<file path="src/rtl/alu_arbiter_if.sv">
// Bundle of requester, ALU-control and response signals for alu_arbiter.
// slave: the arbiter; master: requesters plus the ALU/bus environment.
interface alu_arbiter_if #(
  parameter int WIDTH = 32
);
  logic             req0_valid;
  logic             req0_ready;
  logic [WIDTH-1:0] req0_a;
  logic [WIDTH-1:0] req0_b;
  logic [2:0]       req0_op;
  logic             req0_sub;
  logic             req0_sra;
  logic             req0_addr;
  logic             req0_lock;

  logic             req1_valid;
  logic             req1_ready;
  logic [WIDTH-1:0] req1_a;
  logic [WIDTH-1:0] req1_b;
  logic [2:0]       req1_op;
  logic             req1_sub;
  logic             req1_sra;
  logic             req1_addr;
  logic             req1_lock;

  logic [WIDTH-1:0] alu_a;
  logic [WIDTH-1:0] alu_b;
  logic [2:0]       alu_op;
  logic             alu_sub_en;
  logic             alu_sra_en;
  logic             alu_bus_en;
  logic             alu_addr_en;
  logic [WIDTH-1:0] alu_result;
  logic             alu_eq;
  logic             alu_lt;
  logic             alu_ltu;

  logic             rsp_valid;
  logic             rsp_id;
  logic [WIDTH-1:0] rsp_data;
  logic             rsp_eq;
  logic             rsp_lt;
  logic             rsp_ltu;

  modport slave (
    input  req0_valid, req0_a, req0_b, req0_op, req0_sub, req0_sra, req0_addr, req0_lock,
    output req0_ready,
    input  req1_valid, req1_a, req1_b, req1_op, req1_sub, req1_sra, req1_addr, req1_lock,
    output req1_ready,
    output alu_a, alu_b, alu_op, alu_sub_en, alu_sra_en, alu_bus_en, alu_addr_en,
    input  alu_result, alu_eq, alu_lt, alu_ltu,
    output rsp_valid, rsp_id, rsp_data, rsp_eq, rsp_lt, rsp_ltu
  );

  modport master (
    output req0_valid, req0_a, req0_b, req0_op, req0_sub, req0_sra, req0_addr, req0_lock,
    input  req0_ready,
    output req1_valid, req1_a, req1_b, req1_op, req1_sub, req1_sra, req1_addr, req1_lock,
    input  req1_ready,
    input  alu_a, alu_b, alu_op, alu_sub_en, alu_sra_en, alu_bus_en, alu_addr_en,
    output alu_result, alu_eq, alu_lt, alu_ltu,
    input  rsp_valid, rsp_id, rsp_data, rsp_eq, rsp_lt, rsp_ltu
  );
endinterface

</file>
<file path="src/rtl/alu_arbiter.sv">
// Round-robin arbiter sharing one combinational ALU between the execute stage
// (port 0) and address generation (port 1). Optional short lock keeps the
// grant with one port for up to MAX_LOCK consecutive operations.
// Pipeline: accept -> EXEC (ALU driven) -> response, one op per cycle.
module alu_arbiter #(
  parameter int WIDTH    = 32,
  parameter int MAX_LOCK = 4
) (
  input  logic          clk,
  input  logic          rst_n,
  alu_arbiter_if.slave  bus
);

  localparam int CW = $clog2(MAX_LOCK + 1);

  // Arbitration state
  logic          last_grant;
  logic          lock_q;
  logic          lock_owner;
  logic [CW-1:0] lock_cnt;

  // EXEC stage registers
  logic             exec_valid;
  logic             exec_id;
  logic [WIDTH-1:0] exec_a;
  logic [WIDTH-1:0] exec_b;
  logic [2:0]       exec_op;
  logic             exec_sub;
  logic             exec_sra;
  logic             exec_addr;

  // Response registers
  logic             rsp_valid_q;
  logic             rsp_id_q;
  logic [WIDTH-1:0] rsp_data_q;
  logic             rsp_eq_q;
  logic             rsp_lt_q;
  logic             rsp_ltu_q;

  logic          owner_valid;
  logic          lock_eff;
  logic          rdy0;
  logic          rdy1;
  logic          acc0;
  logic          acc1;
  logic          acc;
  logic          sel;
  logic          sel_lock;
  logic [CW-1:0] inc_cnt;

  // A lock only holds while its owner keeps requesting; an idle owner
  // releases it in that same cycle so the other port can be served.
  assign owner_valid = lock_owner ? bus.req1_valid : bus.req0_valid;
  assign lock_eff    = lock_q & owner_valid;

  // Grant selection: lock owner first, else round-robin on ties
  always_comb begin
    rdy0 = 1'b0;
    rdy1 = 1'b0;
    if (rst_n) begin
      if (lock_eff) begin
        rdy0 = ~lock_owner;
        rdy1 = lock_owner;
      end else if (bus.req0_valid && bus.req1_valid) begin
        rdy0 = last_grant;
        rdy1 = ~last_grant;
      end else begin
        rdy0 = bus.req0_valid;
        rdy1 = bus.req1_valid;
      end
    end
  end

  assign bus.req0_ready = rdy0;
  assign bus.req1_ready = rdy1;

  assign acc0     = bus.req0_valid & rdy0;
  assign acc1     = bus.req1_valid & rdy1;
  assign acc      = acc0 | acc1;
  assign sel      = acc1;
  assign sel_lock = sel ? bus.req1_lock : bus.req0_lock;
  assign inc_cnt  = lock_eff ? lock_cnt + CW'(1) : CW'(1);

  // Round-robin pointer and lock bookkeeping
  always_ff @(posedge clk) begin
    if (!rst_n) begin
      last_grant <= 1'b1;
      lock_q     <= 1'b0;
      lock_owner <= 1'b0;
      lock_cnt   <= '0;
    end else if (acc) begin
      last_grant <= sel;
      if (sel_lock && (inc_cnt < CW'(MAX_LOCK))) begin
        lock_q     <= 1'b1;
        lock_owner <= sel;
        lock_cnt   <= inc_cnt;
      end else begin
        lock_q   <= 1'b0;
        lock_cnt <= '0;
      end
    end else if (!lock_eff) begin
      lock_q   <= 1'b0;
      lock_cnt <= '0;
    end
  end

  // Register the granted operation for the EXEC cycle; operands hold when idle
  always_ff @(posedge clk) begin
    if (!rst_n) begin
      exec_valid <= 1'b0;
      exec_id    <= 1'b0;
      exec_a     <= '0;
      exec_b     <= '0;
      exec_op    <= '0;
      exec_sub   <= 1'b0;
      exec_sra   <= 1'b0;
      exec_addr  <= 1'b0;
    end else begin
      exec_valid <= acc;
      if (acc) begin
        exec_id   <= sel;
        exec_a    <= sel ? bus.req1_a    : bus.req0_a;
        exec_b    <= sel ? bus.req1_b    : bus.req0_b;
        exec_op   <= sel ? bus.req1_op   : bus.req0_op;
        exec_sub  <= sel ? bus.req1_sub  : bus.req0_sub;
        exec_sra  <= sel ? bus.req1_sra  : bus.req0_sra;
        exec_addr <= sel ? bus.req1_addr : bus.req0_addr;
      end
    end
  end

  assign bus.alu_a       = exec_a;
  assign bus.alu_b       = exec_b;
  assign bus.alu_op      = exec_op;
  assign bus.alu_sub_en  = exec_sub;
  assign bus.alu_sra_en  = exec_sra;
  assign bus.alu_bus_en  = exec_valid & ~exec_addr;
  assign bus.alu_addr_en = exec_valid & exec_addr;

  // Capture ALU result and flags at the end of EXEC; hold between responses
  always_ff @(posedge clk) begin
    if (!rst_n) begin
      rsp_valid_q <= 1'b0;
      rsp_id_q    <= 1'b0;
      rsp_data_q  <= '0;
      rsp_eq_q    <= 1'b0;
      rsp_lt_q    <= 1'b0;
      rsp_ltu_q   <= 1'b0;
    end else begin
      rsp_valid_q <= exec_valid;
      if (exec_valid) begin
        rsp_id_q   <= exec_id;
        rsp_data_q <= bus.alu_result;
        rsp_eq_q   <= bus.alu_eq;
        rsp_lt_q   <= bus.alu_lt;
        rsp_ltu_q  <= bus.alu_ltu;
      end
    end
  end

  assign bus.rsp_valid = rsp_valid_q;
  assign bus.rsp_id    = rsp_id_q;
  assign bus.rsp_data  = rsp_data_q;
  assign bus.rsp_eq    = rsp_eq_q;
  assign bus.rsp_lt    = rsp_lt_q;
  assign bus.rsp_ltu   = rsp_ltu_q;

endmodule
</file>
<file path="src/flat_wrapper.sv">
// flat-port wrapper written by rule: the top's interface ports become plain ports
module alu_arbiter_flat 
#(
  parameter int WIDTH    = 32,
  parameter int MAX_LOCK = 4
)
  (clk, rst_n, bus_req0_valid, bus_req0_a, bus_req0_b, bus_req0_op, bus_req0_sub, bus_req0_sra, bus_req0_addr, bus_req0_lock, bus_req0_ready, bus_req1_valid, bus_req1_a, bus_req1_b, bus_req1_op, bus_req1_sub, bus_req1_sra, bus_req1_addr, bus_req1_lock, bus_req1_ready, bus_alu_a, bus_alu_b, bus_alu_op, bus_alu_sub_en, bus_alu_sra_en, bus_alu_bus_en, bus_alu_addr_en, bus_alu_result, bus_alu_eq, bus_alu_lt, bus_alu_ltu, bus_rsp_valid, bus_rsp_id, bus_rsp_data, bus_rsp_eq, bus_rsp_lt, bus_rsp_ltu);
  alu_arbiter_if #(.WIDTH(WIDTH)) bus_i ();
  input  logic clk;
  input  logic rst_n;
  input wire logic [$bits(bus_i.req0_valid)-1:0] bus_req0_valid;
  input wire logic [$bits(bus_i.req0_a)-1:0] bus_req0_a;
  input wire logic [$bits(bus_i.req0_b)-1:0] bus_req0_b;
  input wire logic [$bits(bus_i.req0_op)-1:0] bus_req0_op;
  input wire logic [$bits(bus_i.req0_sub)-1:0] bus_req0_sub;
  input wire logic [$bits(bus_i.req0_sra)-1:0] bus_req0_sra;
  input wire logic [$bits(bus_i.req0_addr)-1:0] bus_req0_addr;
  input wire logic [$bits(bus_i.req0_lock)-1:0] bus_req0_lock;
  output wire logic [$bits(bus_i.req0_ready)-1:0] bus_req0_ready;
  input wire logic [$bits(bus_i.req1_valid)-1:0] bus_req1_valid;
  input wire logic [$bits(bus_i.req1_a)-1:0] bus_req1_a;
  input wire logic [$bits(bus_i.req1_b)-1:0] bus_req1_b;
  input wire logic [$bits(bus_i.req1_op)-1:0] bus_req1_op;
  input wire logic [$bits(bus_i.req1_sub)-1:0] bus_req1_sub;
  input wire logic [$bits(bus_i.req1_sra)-1:0] bus_req1_sra;
  input wire logic [$bits(bus_i.req1_addr)-1:0] bus_req1_addr;
  input wire logic [$bits(bus_i.req1_lock)-1:0] bus_req1_lock;
  output wire logic [$bits(bus_i.req1_ready)-1:0] bus_req1_ready;
  output wire logic [$bits(bus_i.alu_a)-1:0] bus_alu_a;
  output wire logic [$bits(bus_i.alu_b)-1:0] bus_alu_b;
  output wire logic [$bits(bus_i.alu_op)-1:0] bus_alu_op;
  output wire logic [$bits(bus_i.alu_sub_en)-1:0] bus_alu_sub_en;
  output wire logic [$bits(bus_i.alu_sra_en)-1:0] bus_alu_sra_en;
  output wire logic [$bits(bus_i.alu_bus_en)-1:0] bus_alu_bus_en;
  output wire logic [$bits(bus_i.alu_addr_en)-1:0] bus_alu_addr_en;
  input wire logic [$bits(bus_i.alu_result)-1:0] bus_alu_result;
  input wire logic [$bits(bus_i.alu_eq)-1:0] bus_alu_eq;
  input wire logic [$bits(bus_i.alu_lt)-1:0] bus_alu_lt;
  input wire logic [$bits(bus_i.alu_ltu)-1:0] bus_alu_ltu;
  output wire logic [$bits(bus_i.rsp_valid)-1:0] bus_rsp_valid;
  output wire logic [$bits(bus_i.rsp_id)-1:0] bus_rsp_id;
  output wire logic [$bits(bus_i.rsp_data)-1:0] bus_rsp_data;
  output wire logic [$bits(bus_i.rsp_eq)-1:0] bus_rsp_eq;
  output wire logic [$bits(bus_i.rsp_lt)-1:0] bus_rsp_lt;
  output wire logic [$bits(bus_i.rsp_ltu)-1:0] bus_rsp_ltu;
  assign bus_i.req0_valid = bus_req0_valid;
  assign bus_i.req0_a = bus_req0_a;
  assign bus_i.req0_b = bus_req0_b;
  assign bus_i.req0_op = bus_req0_op;
  assign bus_i.req0_sub = bus_req0_sub;
  assign bus_i.req0_sra = bus_req0_sra;
  assign bus_i.req0_addr = bus_req0_addr;
  assign bus_i.req0_lock = bus_req0_lock;
  assign bus_req0_ready = bus_i.req0_ready;
  assign bus_i.req1_valid = bus_req1_valid;
  assign bus_i.req1_a = bus_req1_a;
  assign bus_i.req1_b = bus_req1_b;
  assign bus_i.req1_op = bus_req1_op;
  assign bus_i.req1_sub = bus_req1_sub;
  assign bus_i.req1_sra = bus_req1_sra;
  assign bus_i.req1_addr = bus_req1_addr;
  assign bus_i.req1_lock = bus_req1_lock;
  assign bus_req1_ready = bus_i.req1_ready;
  assign bus_alu_a = bus_i.alu_a;
  assign bus_alu_b = bus_i.alu_b;
  assign bus_alu_op = bus_i.alu_op;
  assign bus_alu_sub_en = bus_i.alu_sub_en;
  assign bus_alu_sra_en = bus_i.alu_sra_en;
  assign bus_alu_bus_en = bus_i.alu_bus_en;
  assign bus_alu_addr_en = bus_i.alu_addr_en;
  assign bus_i.alu_result = bus_alu_result;
  assign bus_i.alu_eq = bus_alu_eq;
  assign bus_i.alu_lt = bus_alu_lt;
  assign bus_i.alu_ltu = bus_alu_ltu;
  assign bus_rsp_valid = bus_i.rsp_valid;
  assign bus_rsp_id = bus_i.rsp_id;
  assign bus_rsp_data = bus_i.rsp_data;
  assign bus_rsp_eq = bus_i.rsp_eq;
  assign bus_rsp_lt = bus_i.rsp_lt;
  assign bus_rsp_ltu = bus_i.rsp_ltu;
  alu_arbiter #(.WIDTH(WIDTH), .MAX_LOCK(MAX_LOCK)) u_core (.clk(clk), .rst_n(rst_n), .bus(bus_i));
endmodule
</file>
<file path="config.mk">
export PLATFORM = sky130hd
export DESIGN_NAME = alu_arbiter_flat
export DESIGN_NICKNAME = d
export VERILOG_FILES = /design/src/rtl/alu_arbiter_if.sv /design/src/rtl/alu_arbiter.sv /design/src/flat_wrapper.sv
export SDC_FILE = /design/constraint.sdc
export NUM_CORES = 1
export LEC_CHECK = 0
export ABC_AREA = 1
export BUFFER_PORTS_ARGS = -buffer_cell sky130_fd_sc_hd__buf_4
export CAP_MARGIN = 20
export CORE_MARGIN = 4
export CORE_UTILIZATION = 39
export DETAILED_ROUTE_END_ITERATION = 6
export PLACE_DENSITY = 0.76
export SLEW_MARGIN = 5
export SYNTH_ARGS = -nofsm -noshare
export SYNTH_HDL_FRONTEND = slang
export SYNTH_SLANG_ARGS = --single-unit
export TNS_END_PERCENT = 30
</file>
<file path="constraint.sdc">
create_clock -name clk -period 1.65 [get_ports clk]
set_clock_uncertainty 0.2 [all_clocks]
set_input_delay 0.495 -clock clk [delete_from_list [all_inputs] [get_ports clk]]
set_output_delay 0.495 -clock clk [all_outputs]
set_load 0.005 [all_outputs]
</file>
* After elaboration in Yosys (flattened, before gate mapping)
Cells that the tools add are included.
** Operators by class
- $add $sub $neg :: 1
- Magnitude comparators :: 1
- Equality and inequality tests :: 1
- Muxes and demuxes :: 21
- Bitwise logic cells :: 9
- Reductions and logical operators :: 3
** Operator list (number)
- two-way mux 32 bit :: 2
- two-way mux 3 bit :: 5
- two-way mux 1 bit :: 14
- bitwise AND 1 bit :: 5
- adder 3 x 1 -> 3 bit (second input constant) :: 1
- less-than comparator 3 bit (second input constant) :: 1
- NOT 1 bit :: 3
- logical AND 1 bit :: 2
- inequality test 2 bit (second input constant) :: 1
- AND reduction 2 bit :: 1
- OR 1 bit :: 1
** Storage, ports and cells
- Bits in registers :: 115
- Input bits :: 181
- Output and inout port bits :: 110
- Word-level logic and storage cells :: 54

* Longest topological paths before layout
Gate-level depths: netlist of the first run.
- Word-level depth :: 9
- Mapped depth :: 11
- Mapped depth without buffers :: 10

* Least setup slack after synthesis of the first run
Ideal clock, no wire load.
- Path kind :: input to output
- Start point :: in bus_req1_valid
- End point :: out bus_req0_ready
- Arrival time :: 1.137 ns
- Data required time :: 0.955 ns
- Setup slack :: -0.182 ns
- Cell stages on the path :: 7
- Path buffers :: 1
- Cell sequence :: inv_2 > nand2_2 > nand4_2 > nand2_2 > nand2_4 > buf_2 > inv_1
** Between the ends
- Word-level cells in the longest chain between the ends :: 4
- Elaborated cells on any way between the ends :: 6
- Those cells by class :: mux (4); bitwise (1); reduce/logical (1)
** RTL lines
- start, declared :: line flat_wrapper.sv:20 : input wire logic [$bits(bus_i.req1_valid)-1:0] bus_req1_valid;
- two-way mux 1 bit / logical AND 1 bit (equally long branches) :: line alu_arbiter.sv:53, alu_arbiter.sv:64
- bitwise AND 1 bit / two-way mux 1 bit (equally long branches) :: line alu_arbiter.sv:54, alu_arbiter.sv:64
- two-way mux 1 bit * :: line alu_arbiter.sv:61 : if (lock_eff) begin
- two-way mux 1 bit * :: line alu_arbiter.sv:60 : if (rst_n) begin
- end, declared :: line flat_wrapper.sv:19 : output wire logic [$bits(bus_i.req0_ready)-1:0] bus_req0_ready;
Every way passes the cells marked *; elsewhere a longest branch is shown, timed or not.

* Final worst setup path of the first run
- Start point :: reg u_core.lock_owner
- End point :: out bus_req0_ready
** Between the ends
- Word-level cells in the longest chain between the ends :: 4
- Elaborated cells on any way between the ends :: 5
- Those cells by class :: mux (3); bitwise (2)
** RTL lines
- start, declared :: line alu_arbiter.sv:19 : logic lock_owner;
- start signal, assigned :: line alu_arbiter.sv:95 : lock_owner <= sel;
- two-way mux 1 bit :: line alu_arbiter.sv:53 : assign owner_valid = lock_owner ? bus.req1_valid : bus.req0_valid;
- bitwise AND 1 bit :: line alu_arbiter.sv:54 : assign lock_eff = lock_q & owner_valid;
- two-way mux 1 bit * :: line alu_arbiter.sv:61
- two-way mux 1 bit * :: line alu_arbiter.sv:60
Marked as above.

==> flow_results.xml, run 1 <==
<?xml version="1.0" encoding="UTF-8"?>
<metrics>
  <group name="hold_path">
    <metric name="hold_path_depth" unit="">3</metric>
    <metric name="hold_path_startpoint" unit="">bus_alu_result[24]</metric>
    <metric name="worstHoldEndpoint" unit="">u_core.bus.rsp_data[24]</metric>
    <metric name="hp-class" unit="">in2reg</metric>
  </group>
  <group name="finish">
    <metric name="antenna_cells" unit="">0</metric>
    <metric name="post_route_cells_drive_above_1_share" unit="">0.399</metric>
    <metric name="postLayoutCellArea" unit="um2">8190</metric>
    <metric name="finalNetCount" unit="">1151</metric>
    <metric name="syn2layout_area_growth" unit="%">71.2</metric>
    <metric name="fillerInstances" unit="">1038</metric>
  </group>
  <group name="pwr">
    <metric name="power_density" unit="nW/um2">1100</metric>
    <metric name="p_leak" unit="nW">4.08</metric>
    <metric name="irDropWorstVdd" unit="uV">696</metric>
  </group>
  <group name="worst_setup_path">
    <metric name="crit_path_capture_type" unit="">primary output</metric>
    <metric name="capture_point_of_the_worst_reg_to_reg_path" unit="">u_core.bus.alu_op[0]</metric>
    <metric name="criticalPathCategory" unit="">reg2out</metric>
    <metric name="setup.reg_to_reg.worst_slack" unit="ps">-280</metric>
    <metric name="worstRegToRegCells" unit="">10</metric>
    <metric name="regToRegStartpoint" unit="">u_core.lock_owner</metric>
    <metric name="cp_data_arrival_time" unit="ps">1400</metric>
    <metric name="setup.worst_path.start" unit="">u_core.lock_owner</metric>
    <metric name="worstPathMaxFanout" unit="">3</metric>
    <metric name="critPathRequiredTime" unit="ps">950</metric>
    <metric name="worst_setup_path_start_kind" unit="">flop</metric>
  </group>
  <group name="place">
    <metric name="port-buffer-count" unit="">290</metric>
    <metric name="dpl_cell_area" unit="um2">7270</metric>
    <metric name="gp_routability_congestion" unit="">0.833</metric>
    <metric name="hpwl_after_dpl" unit="mm">12.0</metric>
  </group>
  <group name="sta">
    <metric name="total_count_of_max_transition_violations_in_the_final_report" unit="">0</metric>
    <metric name="rsz_0062_raised_after_global_routing" unit="">true</metric>
    <metric name="finalHoldViolCount" unit="">0</metric>
    <metric name="finalCritPeriodShare" unit="">1.27</metric>
    <metric name="finalCriticalPeriod" unit="ps">2090</metric>
    <metric name="fmaxAchievable" unit="GHz">0.478</metric>
    <metric name="fin_ws" unit="ps">-440</metric>
    <metric name="fin_setup_tns" unit="ps">-15470</metric>
    <metric name="final.hold.worst_slack" unit="ps">108</metric>
    <metric name="setup_viol_count_final" unit="">78</metric>
  </group>
  <group name="synthesis">
    <metric name="synthesis.area" unit="um2">4780</metric>
    <metric name="synth-edff-count" unit="">0</metric>
    <metric name="ys_warn_count" unit="">0</metric>
    <metric name="async_flop_share" unit="">0</metric>
    <metric name="sequential_element_share_of_the_synthesized_area" unit="">0.481</metric>
    <metric name="synth_cells" unit="">668</metric>
    <metric name="yosys_most_used_dff" unit="">dfxtp_1</metric>
    <metric name="synth_top_cell_by_area" unit="">dfxtp_1</metric>
    <metric name="synth.ff_latch_count" unit="">115</metric>
    <metric name="area_contributors_post_synth" unit="">dfxtp_1, o21ai_0, a21oi_1, nand2_1, inv_1</metric>
    <metric name="ys_top_cells_by_count" unit="">o21ai_0, dfxtp_1, nand2_1, inv_1, nor2_1</metric>
    <metric name="synth_area_per_cell" unit="um2">7.16</metric>
    <metric name="synth_most_common_cell" unit="">o21ai_0</metric>
    <metric name="yosys.area.top_type_share" unit="">0.481</metric>
    <metric name="synth_nets" unit="">850</metric>
    <metric name="yosys.cell_types.count" unit="">24</metric>
  </group>
  <group name="drt">
    <metric name="totalWireLength" unit="mm">17.2</metric>
    <metric name="route.vias.total" unit="">5420</metric>
    <metric name="ant_nets" unit="">0</metric>
    <metric name="iter_0_drt_violations" unit="">228</metric>
    <metric name="remaining_drc_errors" unit="">0</metric>
    <metric name="wire_per_inst" unit="um">15.3</metric>
    <metric name="drt_pre_antenna_iters" unit="">5</metric>
    <metric name="routed_via_density" unit="">4.80</metric>
  </group>
  <group name="global_route">
    <metric name="grt_use_total" unit="">0.231</metric>
    <metric name="initial_antenna_violation_count" unit="">0</metric>
    <metric name="largest_net_degree_at_the_start_of_global_routing" unit="">54</metric>
    <metric name="grt_pass1_vias" unit="">5104</metric>
    <metric name="grt_pass1_wl" unit="mm">25.9</metric>
    <metric name="grt.overflow.total" unit="">0</metric>
  </group>
  <group name="outcome">
    <metric name="failed_checks" unit="">setup timing</metric>
    <metric name="run_status" unit="">complete, but fails checks</metric>
  </group>
  <group name="clocking">
    <metric name="cts.root.buffer_cell" unit="">clkbuf_16</metric>
    <metric name="tritoncts" unit="">done</metric>
    <metric name="cts.hold.buffers_added" unit="">0</metric>
    <metric name="cts_sinks" unit="">115</metric>
    <metric name="htree_num_levels" unit="">4</metric>
    <metric name="numCtsBuffers" unit="">17</metric>
    <metric name="clkSlewWorstSetupHoldPaths" unit="ps">50</metric>
    <metric name="clk_path_buf_depth" unit="">2</metric>
    <metric name="insertion_delay_of_the_later_clocked_pin_in_the_worst_skew_pair" unit="ps">410</metric>
  </group>
  <group name="floorplanning">
    <metric name="initial_core_util" unit="">0.398</metric>
    <metric name="fp.dieH" unit="um">119</metric>
    <metric name="num_io_pins" unit="">291</metric>
    <metric name="placementRows" unit="">40</metric>
    <metric name="core_outline_area" unit="um2">12000</metric>
    <metric name="fp.dieW" unit="um">119</metric>
    <metric name="die_area" unit="um2">14100</metric>
  </group>
  <group name="run">
    <metric name="cap_violations" unit="">0</metric>
  </group>
</metrics>
==> worst max path at each step <==
stage | end | slack (ps) | depth (start not counted)
6_report | bus_req0_ready | -440 | 7
5_1_grt | bus_req0_ready | -510 | 7
4_1_cts | bus_req0_ready | -450 | 7
3_5_place_dp | u_core.bus.alu_a[9] | -390 | 10
3_3_place_gp | u_core.bus.alu_a[9] | -360 | 10
2_1_floorplan | bus_req1_ready | -90 | 7
==> critical path, stage by stage (launching register included) <==
cell,delay [ps]
dfxtp_4,350
buf_12,120
nand2_8,60
nand4_4,120
nand2_4,120
nand2_4,50
inv_2,60
buf_6,90
==> power by group <==
group          total [mW]  internal (mW)  leakage (nW)  switching, mW
Sequential           3.28           3.11         0.952          0.173
Combinational        2.13           1.16          2.84          0.973
Clock                3.62           2.36         0.291           1.26
==> through the flow <==
stage                     utilization  power, mW  worst slack [ps]  std cells
final                           0.682       9.04              -440       1129
after global routing            0.682       9.45              -506       1129
after CTS                       0.676       9.07              -449       1126
after detailed placement        0.605       5.26              -386       1081
after global placement          0.605       5.23              -361       1081
after floorplan                     -       4.15             -92.5        668
==> registers in the layout, indices dropped and copies added (netlist names) <==
name	cells
u_core.bus.alu_a	32
u_core.bus.alu_b	32
u_core.bus.alu_op	3
u_core.bus.alu_sra_en	1
u_core.bus.alu_sub_en	1
u_core.bus.rsp_data	32
u_core.bus.rsp_eq	1
u_core.bus.rsp_id	1
u_core.bus.rsp_lt	1
u_core.bus.rsp_ltu	1
u_core.bus.rsp_valid	1
u_core.exec_addr	1
u_core.exec_id	1
u_core.exec_valid	1
u_core.last_grant	1
u_core.lock_cnt	3
u_core.lock_owner	1
u_core.lock_q	1
==> routing by layer <==
layer / GRT usage / routed length (um) / up-vias / share of wire
met5: 0 / 0 / - / 0
met4: 0.0905 / 373 / 0 / 0.022
met3: 0.104 / 1960 / 30 / 0.11
met2: 0.383 / 8190 / 230 / 0.48
met1: 0.258 / 6690 / 2393 / 0.39
li1: - / - / 2767 / -
==> layout by cell type (no fill, tap or decap), types with 5 or more instances in the layout <==
| master | n |
|---|---|
| buf_4 | 310 |
| dfxtp_1 | 112 |
| o21ai_0 | 93 |
| nand2_1 | 79 |
| o21ai_1 | 78 |
| nor2_1 | 75 |
| inv_1 | 73 |
| a21oi_1 | 73 |
| clkbuf_16 | 19 |
| clkinv_2 | 6 |
| inv_2 | 5 |
| buf_6 | 5 |
| buf_12 | 5 |
==> cell type report <==
| type | count | area, um2 | area share |
|---|---|---|---|
| multi-input cells | 423 | 2040 | 0.249 |
| inverters | 82 | 342 | 0.0417 |
| clock buffers | 22 | 484 | 0.0591 |
| well taps | 147 | 184 | 0.0225 |
| clock inverters | 10 | 105 | 0.0128 |
| flip-flops and latches | 115 | 2310 | 0.282 |
| repair buffers | 330 | 2720 | 0.332 |
==> cell families (layout without fill, tap and decap cells) <==
kind of cell | count (synthesis) | in the layout | synth area share
buffers and inverters | 130 | 444 | 0.108
other | 1 | 1 | 0.000784
and+or+nand+nor | 171 | 171 | 0.145
adders and majority gates | 1 | 1 | 0.00262
AOI/OAI and AO/OA | 250 | 250 | 0.262
DFF | 115 | 115 | 0.481
==> timing repair <==
item,4_1_cts,5_1_grt
pin swaps,5,4
buffers inserted,11,2
cloned,3,2
gates resized for setup,31,17
setup endpoints to repair,77,78
No activity file was read; power rests on OpenSTA's default activity.
==> run 2, diff against run 1 <==
- clock period: 1.65 -> 1.8 ns (I/O delays scaled with it)
==> run 2 against run 1 <==
Compared with the run above:
- the run still ends with setup timing left
- final area shrank 0.64%
- flip-flop and latch count did not move
- routed wire length decreased by 0.29%
- non-clock buffer count decreased by 6
- hold slack gained 39 ps
- via count shrank 0.42%
- die area unchanged
- sequential power shrank 8.2%
- utilization decreased by 0.44 points
- global-route usage is 0.65 points lower
- largest cell class unchanged
- largest power group unchanged
- highest routed layer unchanged
==> flow_results.xml, run 2 (same netlist as run 1, synthesis figures left out) <==
<?xml version="1.0" encoding="UTF-8"?>
<metrics>
  <group name="outcome">
    <metric name="run_status" unit="">complete, but fails checks</metric>
    <metric name="failed_checks" unit="">setup timing</metric>
  </group>
  <group name="sta">
    <metric name="fin_setup_tns" unit="ps">-2790</metric>
    <metric name="setup_viol_count_final" unit="">71</metric>
    <metric name="finalHoldViolCount" unit="">0</metric>
    <metric name="finalCriticalPeriod" unit="ps">2130</metric>
    <metric name="rsz_0062_raised_after_global_routing" unit="">true</metric>
    <metric name="finalCritPeriodShare" unit="">1.18</metric>
    <metric name="final.hold.worst_slack" unit="ps">148</metric>
    <metric name="total_count_of_max_transition_violations_in_the_final_report" unit="">0</metric>
    <metric name="fin_ws" unit="ps">-332</metric>
    <metric name="fmaxAchievable" unit="GHz">0.469</metric>
  </group>
  <group name="drt">
    <metric name="wire_per_inst" unit="um">15.3</metric>
    <metric name="totalWireLength" unit="mm">17.2</metric>
    <metric name="iter_0_drt_violations" unit="">273</metric>
    <metric name="routed_via_density" unit="">4.81</metric>
    <metric name="ant_nets" unit="">0</metric>
    <metric name="drt_pre_antenna_iters" unit="">4</metric>
    <metric name="route.vias.total" unit="">5397</metric>
    <metric name="remaining_drc_errors" unit="">0</metric>
  </group>
  <group name="clocking">
    <metric name="cts_sinks" unit="">115</metric>
    <metric name="numCtsBuffers" unit="">17</metric>
    <metric name="tritoncts" unit="">done</metric>
    <metric name="cts.root.buffer_cell" unit="">clkbuf_16</metric>
    <metric name="clk_path_buf_depth" unit="">2</metric>
    <metric name="insertion_delay_of_the_later_clocked_pin_in_the_worst_skew_pair" unit="ps">410</metric>
    <metric name="clkSlewWorstSetupHoldPaths" unit="ps">50</metric>
    <metric name="htree_num_levels" unit="">4</metric>
    <metric name="cts.hold.buffers_added" unit="">0</metric>
  </group>
  <group name="floorplanning">
    <metric name="core_outline_area" unit="um2">12000</metric>
    <metric name="fp.dieW" unit="um">119</metric>
    <metric name="placementRows" unit="">40</metric>
    <metric name="die_area" unit="um2">14100</metric>
    <metric name="num_io_pins" unit="">291</metric>
    <metric name="initial_core_util" unit="">0.398</metric>
    <metric name="fp.dieH" unit="um">119</metric>
  </group>
  <group name="finish">
    <metric name="stdcell_count" unit="">1123</metric>
    <metric name="most_common_cell_after_layout_fill_and_taps_aside" unit="">buf_4</metric>
    <metric name="mostFrequentLayoutCells" unit="">buf_4, o21ai_0, dfxtp_1, nand2_1, nor2_1</metric>
    <metric name="final_cell_utilization_of_the_core" unit="">0.678</metric>
    <metric name="combined_area_of_the_multi_input_logic_cells" unit="um2">2040</metric>
    <metric name="postLayoutCellArea" unit="um2">8140</metric>
    <metric name="fillerInstances" unit="">1054</metric>
    <metric name="post_route_cells_drive_above_1_share" unit="">0.388</metric>
    <metric name="finalNetCount" unit="">1145</metric>
    <metric name="syn2layout_area_growth" unit="%">70.1</metric>
    <metric name="antenna_cells" unit="">0</metric>
    <metric name="seq_area" unit="um2">2310</metric>
  </group>
  <group name="pwr">
    <metric name="power_density" unit="nW/um2">1050</metric>
    <metric name="totalPowerFinal" unit="mW">8.52</metric>
    <metric name="p_leak" unit="nW">4.05</metric>
    <metric name="irDropWorstVdd" unit="uV">612</metric>
  </group>
  <group name="place">
    <metric name="preCtsSetupSlack" unit="ps">-258</metric>
    <metric name="gp_routability_congestion" unit="">0.815</metric>
    <metric name="dpl_cell_area" unit="um2">7270</metric>
    <metric name="port-buffer-count" unit="">290</metric>
    <metric name="hpwl_after_dpl" unit="mm">11.8</metric>
    <metric name="dp.cells" unit="">1080</metric>
  </group>
  <group name="hold_path">
    <metric name="hold_path_startpoint" unit="">bus_alu_result[18]</metric>
    <metric name="worstHoldEndpoint" unit="">u_core.bus.rsp_data[18]</metric>
    <metric name="hold_path_depth" unit="">3</metric>
    <metric name="hp-class" unit="">in2reg</metric>
  </group>
  <group name="run">
    <metric name="cap_violations" unit="">0</metric>
  </group>
  <group name="worst_setup_path">
    <metric name="critPathRequiredTime" unit="ps">1060</metric>
    <metric name="cp_data_arrival_time" unit="ps">1390</metric>
    <metric name="worstPathMaxFanout" unit="">3</metric>
    <metric name="worst_setup_path_start_kind" unit="">flop</metric>
    <metric name="timing.critical_path.cells" unit="">buf_12, nand2_8, nand4_4, nand2_4, nand2_4, inv_4, buf_6</metric>
    <metric name="capture_point_of_the_worst_reg_to_reg_path" unit="">u_core.bus.alu_a[30]</metric>
    <metric name="cell_type_with_the_highest_occurrence_count_on_the_critical_path" unit="">nand2_4</metric>
    <metric name="worstRegToRegCells" unit="">10</metric>
    <metric name="criticalPathCategory" unit="">reg2out</metric>
    <metric name="setup.reg_to_reg.worst_slack" unit="ps">-60</metric>
    <metric name="regToRegStartpoint" unit="">u_core.lock_owner</metric>
    <metric name="critical_path.slowest_cell" unit="">dfxtp_4</metric>
    <metric name="timing.critical_path.slowest_cell_delay" unit="ps">360</metric>
    <metric name="path_delay_family" unit="">flip-flops</metric>
    <metric name="critical_path_buffers_and_inverters" unit="">3</metric>
    <metric name="crit_path_capture_type" unit="">primary output</metric>
  </group>
  <group name="global_route">
    <metric name="grt_pass1_wl" unit="mm">24.8</metric>
    <metric name="initial_antenna_violation_count" unit="">0</metric>
    <metric name="grt.overflow.total" unit="">0</metric>
    <metric name="largest_net_degree_at_the_start_of_global_routing" unit="">72</metric>
    <metric name="grt_pass1_vias" unit="">4917</metric>
    <metric name="grt_use_total" unit="">0.224</metric>
  </group>
</metrics>
-- run 2: final cells by class --
class,instances,share of cell area
clock buffers,21,0.0554
multi-input cells,423,0.250
flip-flops and latches,115,0.284
repair buffers,324,0.323
well taps,147,0.0226
clock inverters,11,0.0224
inverters,82,0.0426
-- run 2: layer usage --
metal | global-route usage | share of wire
met2 | 0.364 | 0.48
met5 | 0 | 0
met1 | 0.241 | 0.38
met3 | 0.108 | 0.11
met4 | 0.117 | 0.029
-- run 2: where the power goes --
group	internal, mW	switching, mW
logic	1.01	0.874
registers	2.85	0.157
clock network	2.48	1.14
-- run 2: timing repair --
item,4_1_cts,5_1_grt
setup buffers,3,5
setup endpoints to repair,3,78
pin swaps,6,5
gates cloned,0,4
gates resized for setup,20,16
-- run 2: worst reg2reg max path, delay by kind of cell, from the launching register on --
family / cells / cell delay [ps]
buf+inv: 4 / 650
simple gates: 5 / 450
flops: 1 / 360
compound gates: 1 / 150
-- run 2: worst max-delay path by stage --
stage	cells past startpoint	from	to
2_1_floorplan	7	bus_req0_valid	bus_req1_ready
3_3_place_gp	8	bus_req0_valid	bus_req1_ready
3_5_place_dp	8	bus_req0_valid	bus_req1_ready
4_1_cts	7	u_core.lock_owner	bus_req0_ready
5_1_grt	7	u_core.lock_owner	bus_req0_ready
6_report	7	u_core.lock_owner	bus_req0_ready
